--- src/rtl/regfile_wb_arbiter.sv ---
// Round-robin writeback arbiter: N requesters share one register-file write port.
// Define REGFILE_WB_ARB_SCOREBOARD_EN to add per-register pending bits and issue-stall logic.
module regfile_wb_arbiter #(
    parameter int p_num_pipes  = 2,
    parameter int p_entry_bits = 32,
    parameter int p_num_regs   = 32,
    localparam int AW = $clog2(p_num_regs)
) (
    input  logic                    clk,
    input  logic                    rst,
    input  logic [p_num_pipes-1:0]  pipe_wen,
    input  logic [AW-1:0]           pipe_waddr [p_num_pipes],
    input  logic [p_entry_bits-1:0] pipe_wdata [p_num_pipes],
    output logic [p_num_pipes-1:0]  pipe_ready,
    output logic [AW-1:0]           rf_waddr,
    output logic [p_entry_bits-1:0] rf_wdata,
    output logic                    rf_wen,
    input  logic                    iss_val,
    input  logic                    iss_wen,
    input  logic [AW-1:0]           iss_waddr,
    input  logic [AW-1:0]           iss_raddr [2],
    output logic                    iss_stall
);
    localparam int PW = $clog2(p_num_pipes);

    logic [PW-1:0]           ptr;
    logic [PW-1:0]           grant_idx;
    logic                    grant_valid;
    logic [AW-1:0]           grant_waddr;
    logic [p_entry_bits-1:0] grant_wdata;

    // First requesting index at or after ptr wins; nothing is granted while in reset.
    always_comb begin
        grant_valid = 1'b0;
        grant_idx   = '0;
        if (rst) begin
            for (int i = 0; i < p_num_pipes; i++) begin
                if (!grant_valid && pipe_wen[(int'(ptr) + i) % p_num_pipes]) begin
                    grant_valid = 1'b1;
                    grant_idx   = PW'((int'(ptr) + i) % p_num_pipes);
                end
            end
        end
    end

    always_comb begin
        for (int i = 0; i < p_num_pipes; i++) begin
            pipe_ready[i] = grant_valid && (grant_idx == PW'(i));
        end
    end

    assign grant_waddr = pipe_waddr[grant_idx];
    assign grant_wdata = pipe_wdata[grant_idx];

    always_ff @(posedge clk or negedge rst) begin
        if (!rst) begin
            ptr      <= '0;
            rf_wen   <= 1'b0;
            rf_waddr <= '0;
            rf_wdata <= '0;
        end else begin
            rf_wen <= grant_valid && (grant_waddr != '0);
            if (grant_valid) begin
                rf_waddr <= grant_waddr;
                rf_wdata <= grant_wdata;
                if (grant_idx == PW'(p_num_pipes - 1)) begin
                    ptr <= '0;
                end else begin
                    ptr <= grant_idx + 1'b1;
                end
            end
        end
    end

`ifdef REGFILE_WB_ARB_SCOREBOARD_EN
    logic [p_num_regs-1:0] pending;
    logic [p_num_regs-1:0] pending_nxt;

    assign iss_stall = iss_val && (pending[iss_raddr[0]] || pending[iss_raddr[1]] ||
                                   (iss_wen && pending[iss_waddr]));

    // Clear on writeback first so a same-cycle issue to the same register keeps it pending.
    always_comb begin
        pending_nxt = pending;
        if (grant_valid) begin
            pending_nxt[grant_waddr] = 1'b0;
        end
        if (iss_val && iss_wen && !iss_stall && (iss_waddr != '0)) begin
            pending_nxt[iss_waddr] = 1'b1;
        end
        pending_nxt[0] = 1'b0;
    end

    always_ff @(posedge clk or negedge rst) begin
        if (!rst) begin
            pending <= '0;
        end else begin
            pending <= pending_nxt;
        end
    end
`else
    logic unused_iss;

    assign unused_iss = ^{iss_val, iss_wen, iss_waddr, iss_raddr[0], iss_raddr[1]};
    assign iss_stall  = 1'b0;
`endif
endmodule

--- config.mk ---
export PLATFORM = sky130hd
export DESIGN_NAME = regfile_wb_arbiter
export DESIGN_NICKNAME = d
export VERILOG_FILES = /design/src/rtl/regfile_wb_arbiter.sv
export SDC_FILE = /design/constraint.sdc
export NUM_CORES = 1
export LEC_CHECK = 0
export ABC_AREA = 1
export ABC_CLOCK_PERIOD_IN_PS = 2000
export CAP_MARGIN = 20
export CORE_ASPECT_RATIO = 0.8
export CORE_MARGIN = 8
export CORE_UTILIZATION = 37
export CTS_CLUSTER_DIAMETER = 100
export DETAILED_ROUTE_END_ITERATION = 8
export PLACE_DENSITY = 0.86
export SKIP_CTS_REPAIR_TIMING = 1
export SYNTH_ARGS = -nofsm -noshare
export SYNTH_HDL_FRONTEND = slang
export SYNTH_SLANG_ARGS = --single-unit
--- constraint.sdc ---
create_clock -name clk -period 2 [get_ports clk]
set_clock_uncertainty 0.05 [all_clocks]
set_input_delay 0.4 -clock clk [delete_from_list [all_inputs] [get_ports clk]]
set_output_delay 0.4 -clock clk [all_outputs]
set_load 0.1 [all_outputs]
### Yosys cells after proc, flatten, opt, wreduce, memory -nomap -nowiden

Index checks and enable logic that the tools add are counted.

* register bits: 39
* input bits: 95
* output and inout bits: 41
* word-level logic and storage cells: 37

* add/subtract/negate cells: 2
* order comparisons: 3
* muxes and demuxes: 19
* bitwise gates (word level): 3
* reductions and logical operators: 6

Operators by type and width (number)
* $mux 32: 3
* $mux 5: 3
* $mux 1: 13
* $reduce_bool 5->1: 1
* $logic_and 1x1->1: 4
* $lt 2x3->1 const B: 1
* $add 1x1->1 const B: 2
* $ge 2x2->1 const B: 1
* $lt 1x2->1 const B: 1
* $not 1->2: 1
* $and 1x1->1 const A: 1
* $logic_not 1->1: 1
* $not 1->1: 1

### Depth between registers and ports, before layout

Gate-level depths: netlist (run 1).

* word-level depth: 14
* depth in mapped cells: 9
* mapped depth without buffers: 8

### Worst setup path after synthesis (run 1)

OpenSTA, ideal clock, no wires.

* kind: input to output
* from: in rst
* to: out pipe_ready[0]
* arrival: 1.960 ns
* required time: 1.550 ns
* slack: -0.410 ns
* stages: 5
* buffers on the path: 0
* cell sequence: nand2_1 -> clkinv_2 -> nand2_4 -> inv_2 -> nor2_1

* cells in the longest elaborated chain, start to end: 3
* elaborated cells on any way between the ends: 4
* classes of those cells: mux (2); bitwise (1); reduce/logical (1)

Ends and longest elaborated chain
* start: declaration: line 10 `input logic rst,`
* $mux 1: line 36 `if (rst) begin`
* $not 1->1: line 48 `pipe_ready[i] = grant_valid && (grant_idx == PW'(i));`
* $logic_and 1x1->1 (*): line 48
* end: declaration: line 14 `output logic [p_num_pipes-1:0] pipe_ready,`

Every way passes the cells marked *; elsewhere a longest branch is shown, timed or not.

### Worst setup path after layout (run 1)

* from: in pipe_wen[1]
* to: out pipe_ready[0]

* cells in the longest elaborated chain, start to end: 10
* elaborated cells on any way between the ends: 16
* classes of those cells: mux (12); bitwise (1); reduce/logical (3)

Ends and longest elaborated chain
* start: declaration: line 11 `input logic [p_num_pipes-1:0] pipe_wen,`
* $mux 1 (not written as such) (2 in a row): line 38 `if (!grant_valid && pipe_wen[(int'(ptr) + i) % p_num_pipes]) begin`
* $mux 1: line 38
* $mux 1: line 36
* $logic_not 1->1: line 38
* $logic_and 1x1->1: line 38
* $mux 1: line 38
* $mux 1: line 36
* $not 1->1: line 48
* $logic_and 1x1->1 (*): line 48

Every way passes the cells marked *; elsewhere a longest branch is shown, timed or not. The select of a mux whose other input is x is not followed.

==> flow_metrics.tcl, run 1 <==
set metrics [dict create \
    hp-class "input pin to asynchronous set/reset pin" \
    dr.first_iter.drc_count 31 \
    synth_seq_cells 39 \
    synth_seq_area_share_pct 52.88 \
    via_per_inst 4.715 \
    clock_latency_ns 0.29 \
    fp.dieArea_mm2 0.007518 \
    overflow 0 \
    cts_inserted_buffers 5 \
    wl_per_cell_um 15.18 \
    outcome "completed" \
    powerDensity_mw_per_mm2 980.5 \
    hold_viol_final 0 \
    syn_inst 227 \
    worst_ep_arrival_time_ns 1.46 \
    drive_gt1_share_pct 18.97 \
    end_kind "output pin" \
    grt_pass1_vias 2130 \
    core_mm2 0.004921 \
    critical_path_class "input pin to output pin" \
    synth_fp_nets 322 \
    areaGrowthSynthToFinish_pct 70.17 \
    dieWidth_um 94.96 \
    yosysWarnings 0 \
    cellLeakagePower_nw 1.390 \
    dp_hpwl_mm 4.789 \
    clock-sinks 39 \
    grt_usage_pct 16.71 \
    drt-total-wl_mm 6.224 \
    drc 0 \
    nets 442 \
    rsz0062_at_grt "false" \
    antenna_left 0 \
    vias 1933 \
    slowest_delay_ns 0.43 \
    antenna_cells 0 \
    place_area_mm2 0.003008 \
    clock-root-buffer "clkbuf_8" \
    worst_setup_path_start_kind "input pin" \
    finalSetupTns_ns 0 \
    cts.path.max_buffers 2 \
    synth_cell_types 20 \
    cts_tree "built" \
    pre_cts_slack_ns 0.05013 \
    io_pins 136 \
    crit_fanout 4 \
    fin_crit_sh_pct 95.74 \
    htreeDepth 2 \
    finalCriticalPeriod_ns 1.915 \
    antenna_found_initial 0 \
    fin_util_pct 63.82 \
    fin_area_mm2 0.003141 \
    layout_setup_ws_ns 0.08511 \
    die_y_um 79.17 \
    crit_buf_inv 4 \
    n_fill_cell 455 \
    worstPathRequired_ns 1.55 \
    syn_area_mm2 0.001846 \
    cts.clk_slew.worst_paths_ns 0.08 \
    tightest_slew_ns 0.5623 \
    port_buffers 117 \
    cap_violations 0 \
    slowest_stage "clkdlybuf4s50_1" \
    maxSlewViolCount 0 \
    drt_first_pass_iters 4 \
    fmax_mhz 522.2 \
    setup_viol 0 \
    gp_congestion 0.7534 \
    row_count 23 \
    ir_worst_vdd_v 0.0006261 \
    grt_max_degree 40 \
    relSlewSlack_pct 62.46 \
    crit_chain "clkdlybuf4s50_1, nand2_1, clkinv_2, nand2_4, inv_2, nor2_4, buf_12" \
    start_util_pct 37.50 \
    crit_family "buffers and inverters" \
    grt_pass1_wl_mm 9.970 \
    p_total_w 0.003079 \
    avgSynthCellArea_um2 8.130 \
]
[power by group]
group / internal (W) / switching [W]
registers: 0.000896 / 0.0000581
logic: 0.000369 / 0.00107
clock network: 0.000404 / 0.000285
[cell families (layout without fill, tap and decap cells)]
family | Yosys count | after routing | share of synthesized area (%)
flops | 39 | 39 | 52.88
compound gates | 73 | 73 | 20.54
simple gates | 88 | 88 | 18.85
other cells | 1 | 1 | 0.2032
buf+inv | 26 | 147 | 7.525
[registers in the layout, summed over array words and instances (netlist names)]
register  cells
rf_wdata     32
rf_waddr      5
ptr           1
rf_wen        1
[per-stage QoR]
step                      hold WS (ns)  cells
after floorplan                0.05441    227
after global placement          0.1808    401
after detailed placement        0.1887    401
after CTS                      -0.1311    409
after global routing            0.1136    410
final                           0.1017    410
[Yosys cell counts]
library cell / count / share of area (%)
a21oi_1: 64 / 17
buf_2: 8 / 2.2
buf_4: 4 / 1.6
buf_6: 2 / 1.2
clkbuf_1: 1 / 0.20
clkinv_2: 1 / 0.27
conb_1: 1 / 0.20
dfrtp_1: 39 / 53
inv_1: 8 / 1.6
inv_2: 2 / 0.41
nand2_1: 47 / 9.6
nand2_2: 1 / 0.34
nand2_4: 1 / 0.61
nand3_1: 3 / 0.81
nand3b_1: 1 / 0.41
nor2_1: 35 / 7.1
o21ai_0: 5 / 1.4
o21ai_1: 2 / 0.54
o21ai_4: 1 / 0.88
o21bai_1: 1 / 0.41
[final cells by class]
class	count	area, µm²	area share, %
clock buffer	6	82.58	2.629
inverter	11	42.54	1.355
clock inverter	2	35.03	1.116
timing repair buffer	128	1189	37.85
tap	62	77.57	2.470
multi-input combinational	162	738.2	23.51
sequential	39	975.9	31.08
[final timing paths]
path,slack [ns],from,endpoint,depth (start not counted)
min,0.10,rst,rf_wdata[30]$_DFFE_PN0P_,2
max,0.09,pipe_wen[1],pipe_ready[0],7
max reg2reg,0.63,ptr$_DFFE_PN0P_,rf_wen$_DFF_PN0_,9
min in group clk,0.45,rf_waddr[3]$_DFFE_PN0P_,rf_waddr[3]$_DFFE_PN0P_,2
max in group asynchronous,1.28,rst,rf_waddr[4]$_DFFE_PN0P_,2
min reg2reg,0.45,rf_waddr[3]$_DFFE_PN0P_,rf_waddr[3]$_DFFE_PN0P_,2
[worst reg2reg max path, cell delays in order, from the launching register on]
cell	delay, ns
dfrtp_1	0.37
inv_1	0.08
nand2_2	0.07
nand2_4	0.09
buf_12	0.21
nand2_1	0.07
o21ai_1	0.10
nand2_1	0.08
nor2_1	0.10
nor2_1	0.04
[layout by cell type, fill, tap and decap left out]
cell	instances
o21bai_1	1
clkinv_2	2
nand3_1	3
conb_1	1
buf_4	47
nor2_1	34
inv_2	2
clkdlybuf4s50_1	76
clkbuf_8	6
nand2_1	47
o21ai_0	5
a21oi_1	64
nor2_4	1
buf_2	1
nand2_2	1
inv_1	8
nand2_4	1
dfrtp_1	39
o21ai_4	1
dlygate4sd3_1	1
nand3b_1	1
o21ai_1	2
buf_12	3
bufinv_16	1
[per-layer routing]
layer | vias up | GRT usage, % | share of wire, %
met5 | - | 0 | 0
met1 | 876 | 19.16 | 40
li1 | 978 | - | -
met3 | 4 | 7.721 | 10
met2 | 75 | 28.02 | 49
met4 | 0 | 3.266 | 0.50
Power figures use the tool's default switching activity.
==> inputs of run 2 (changes only) <==
Settings changed: ABC_CLOCK_PERIOD_IN_PS 2000 to 1650, CORE_UTILIZATION 37 to 31, CTS_CLUSTER_SIZE set to 10, PLACE_DENSITY 0.86 to not set, PLACE_DENSITY_LB_ADDON set to 0.15.
Clock period 2 ns to 1.65 ns, I/O delays scaled along.
==> run 2 against run 1 <==
- critical path depth fell by 1
- total power rose by 28%
- hold slack lost 0.092 ns
- routed wire length grew 5.7%
- global-route usage fell by 1.4 points
==> flow_metrics.tcl, run 2 (synthesized netlist as in run 1, its figures left out) <==
set metrics [dict create \
    maxSlewViolCount 0 \
    dieWidth_um 102.3 \
    start_util_pct 31.72 \
    grt_max_degree 27 \
    cellLeakagePower_nw 1.617 \
    slowest_delay_ns 0.37 \
    setup_viol 0 \
    fp.dieArea_mm2 0.008694 \
    core_mm2 0.005818 \
    drive_gt1_share_pct 21.23 \
    hold_viol_final 0 \
    fin_crit_sh_pct 98.37 \
    end_kind "output pin" \
    gp_congestion 0.7550 \
    layout_commonest_cell "clkdlybuf4s50_1" \
    antenna_found_initial 0 \
    grt_pass1_wl_mm 10.52 \
    cts.path.max_buffers 2 \
    drt-total-wl_mm 6.578 \
    cts.clk_slew.worst_paths_ns 0.07 \
    htreeDepth 2 \
    pre_cts_slack_ns -0.1819 \
    clock-sinks 39 \
    worst_setup_path_start_kind "register" \
    ir_worst_vdd_v 0.0005854 \
    crit_chain "inv_2, nand2_2, nand2_4, inv_4, nor2_4, buf_12" \
    die_y_um 85.01 \
    rsz0062_at_grt "true" \
    dp_hpwl_mm 5.154 \
    crit_fanout 4 \
    whs_ns 0.009555 \
    powerDensity_mw_per_mm2 1071 \
    grt_pass1_vias 2086 \
    drt_first_pass_iters 4 \
    cts_inserted_buffers 5 \
    dr.first_iter.drc_count 60 \
    grt_usage_pct 15.35 \
    wl_per_cell_um 14.98 \
    slowest_stage "dfrtp_1" \
    finalSetupTns_ns 0 \
    overflow 0 \
    top_regs "rf_wdata (32), rf_waddr (5)" \
    nets 452 \
    fmax_mhz 616.1 \
    port_buffers 117 \
    via_per_inst 4.501 \
    p_total_w 0.003946 \
    row_count 25 \
    drc 0 \
    largest_register "rf_wdata" \
    antenna_cells 0 \
    worst_ep_arrival_time_ns 1.24 \
    io_pins 136 \
    areaGrowthSynthToFinish_pct 99.59 \
    ff2ff_path_depth 11 \
    cts_tree "built" \
    largest_reg_flops 32 \
    vias 1976 \
    antenna_left 0 \
    layout_setup_ws_ns 0.02692 \
    critical_path_class "register to output pin" \
    fin_util_pct 63.31 \
    outcome "completed" \
    cap_violations 0 \
    n_fill_cell 510 \
    finalCriticalPeriod_ns 1.623 \
    worstPathRequired_ns 1.27 \
    clock_latency_ns 0.28 \
    clock-root-buffer "clkbuf_8" \
    final_cell_mix "clkdlybuf4s50_1, a21oi_1, nand2_1, buf_12, dfrtp_1" \
    hp-class "input pin to asynchronous set/reset pin" \
]
## run 2: final cells by class
cell class	instances	area (µm²)	share of cell area (%)
sequential	39	975.9	26.49
multi-input combinational	162	738.2	20.04
clock buffer	7	76.32	2.072
inverter	11	45.04	1.223
clock inverter	1	5.005	0.1359
tap	81	101.3	2.751
timing repair buffer	138	1742	47.28
## run 2: per-layer routing
layer / share of wire [%] / wire (µm) / track usage, %
met5: 0 / 0 / 0
met4: 0.52 / 34 / 2.793
met3: 11 / 754 / 7.768
met2: 46 / 3009 / 24.04
met1: 42 / 2780 / 18.47
## run 2: through the flow
stage                     cell area, µm²  cells
after floorplan                     1853    227
after global placement              3557    426
after detailed placement            3557    426
after CTS                           3638    434
after global routing                3684    439
final                               3684    439
## run 2: final timing paths
| check | to | start | slack [ns] |
|---|---|---|---|
| worst min-delay path | rf_waddr[2]$_DFFE_PN0P_ | rst | 0.01 |
| worst max-delay path | pipe_ready[0] | ptr$_DFFE_PN0P_ | 0.03 |
| max in group asynchronous | rf_wdata[7]$_DFFE_PN0P_ | rst | 1.21 |
| worst max register to register | rf_wen$_DFF_PN0_ | ptr$_DFFE_PN0P_ | 0.19 |
| min in group clk | ptr$_DFFE_PN0P_ | rst | 0.49 |
| worst min register to register | rf_waddr[2]$_DFFE_PN0P_ | rf_waddr[2]$_DFFE_PN0P_ | 0.50 |
## run 2: critical path, delay by kind of cell, from the launching register on
kind,cells,cell delay (ns)
DFF,1,0.37
and+or+nand+nor,3,0.29
buffers and inverters,3,0.29
## run 2: power by group
part	total, W	internal, W	switching (W)
logic	0.00210	0.000797	0.00130
clock network	0.000622	0.000297	0.000325
registers	0.00123	0.00109	0.000138
==> edit, RTL diff (flow settings as in run 2) <==
`p_entry_bits`: 32 -> 24.
--- a/src/rtl/regfile_wb_arbiter.sv
+++ b/src/rtl/regfile_wb_arbiter.sv
@@ -3,5 +3,5 @@
 module regfile_wb_arbiter #(
     parameter int p_num_pipes  = 2,
-    parameter int p_entry_bits = 32,
+    parameter int p_entry_bits = 24,
     parameter int p_num_regs   = 32,
     localparam int AW = $clog2(p_num_regs)
Interface: changed (resized pipe_wdata and rf_wdata); port bits go from 136 to 112. No check against the original RTL was run, so the function may have changed too.
==> edit against run 2 <==
Cell area down 20%; sequential share of layout area down 0.16 points; final cell count fell by 21%; core utilization rose by 0.76 points; sequential cell count is 8 lower; routed wire length fell by 24%; power fell by 20%; worst setup slack improved by 0.034 ns; critical endpoint unchanged; synthesized cell count down 19%; non-clock buffer count shrank 29; synthesized area is 20% lower; critical path type unchanged.
==> edit: results (changes against run 2) <==
Outcome
  • Status: complete, no violations (unchanged)

Yosys
  • Register area share after synthesis: 52.23% (was 52.88%)
  • Count of different cell masters after synthesis: 19 (was 20)
  • Synth Net Count: 262 (was 322)
  • Synth Area in Compound Gates: 20.13% (was 20.54%)
  • XOR/XNOR Fraction of Synth Area: 0% (unchanged)
  • Syn Area/Cell: 8.116 µm² (was 8.130 µm²)
  • Area contributors post-synth: dfrtp_1 52%, a21oi_1 16%, nand2_1 9.9%, nor2_1 6.8%, buf_2 2.4% (was dfrtp_1 53%, a21oi_1 17%, nand2_1 9.6%, nor2_1 7.1%, buf_2 2.2%)
  • Top cells by count, synth: 48 x a21oi_1, 39 x nand2_1, 31 x dfrtp_1, 27 x nor2_1, 8 x inv_1 (was 64 x a21oi_1, 47 x nand2_1, 39 x dfrtp_1, 35 x nor2_1)

Placement
  • Dpl ws: -0.1763 ns (was -0.1819 ns)
  • Placer Congestion: 0.7765 (was 0.7550)
  • Post-DP HPWL: 3856 µm (was 5154 µm)
  • Buffers on Ports: 93 (was 117)
  • Dpl cells: 340 (was 426)

Finish
  • Share of cells above drive strength 1: 21.95% (was 21.23%)
  • Fin nets: 367 (was 452)
  • Fill count: 391 (was 510)
  • Non-Filler Instances: 347 (was 439)

Global route
  • Vias in the first global route: 1665 (was 2086)
  • Largest net degree at the start of global routing: 26 (was 27)
  • Met2 Use GR: 21.52% (was 24.04%)
  • GR Util met3: 7.500% (was 7.768%)
  • GRT met1 Usage: 16.72% (was 18.47%)
  • First-pass GRT wire length: 8128 µm (was 10520 µm)
  • GRT Util Overall: 13.95% (was 15.35%)

Critical path
  • Slowest cell on the critical path: dfrtp_1 (unchanged)
  • Worst reg-to-reg setup slack: 0.31 ns (was 0.19 ns)
  • Worst reg-to-reg path cell count: 10 (was 11)

Pwr
  • Internal power: 0.001774 W (was 0.002181 W)
  • Leakage: 1.314 nW (was 1.617 nW)
  • Worst vdd ir: 0.5606 mV (was 0.5854 mV)

Clock network
  • CTS H-tree lvls: 2 (unchanged)
  • Clock slew at reported path FFs: approximately 0.060 ns

Timing
  • Min Tclk post-route: 1.589 ns (was 1.623 ns)
  • Hold Slack: 0.03101 ns (was 0.009555 ns)

Drt
  • Starting DRT DRC Count: 59 (was 60)
  • Via Count: 1564 (was 1976)
  • Routed wire length: 5023 µm (was 6578 µm)
[edit: power by group through the flow]
| stage | clock network (W) | registers [W] | logic (W) |
|---|---|---|---|
| 2_1_floorplan | 0 | 0.00168 | 0.000227 |
| 3_3_place_gp | 0 | 0.000983 | 0.00167 |
| 3_5_place_dp | 0 | 0.000989 | 0.00167 |
| 4_1_cts | 0.000541 | 0.000975 | 0.00168 |
| 5_1_grt | 0.000576 | 0.000989 | 0.00174 |
| 6_report | 0.000526 | 0.000975 | 0.00167 |
[edit: cell type report]
| class | instances | area, µm² | share of cell area, % |
|---|---|---|---|
| tap | 60 | 75.07 | 2.549 |
| inverter | 11 | 45.04 | 1.529 |
| timing repair buffer | 109 | 1371 | 46.56 |
| clock buffer | 6 | 72.57 | 2.464 |
| sequential | 31 | 775.7 | 26.34 |
| multi-input combinational | 130 | 605.6 | 20.56 |
[edit: layer usage]
layer  vias up  part of all wire [%]
li1        797                     -
met1       705                    42
met2        60                    45
met3         2                    12
met4         0                  0.34
met5         -                     0
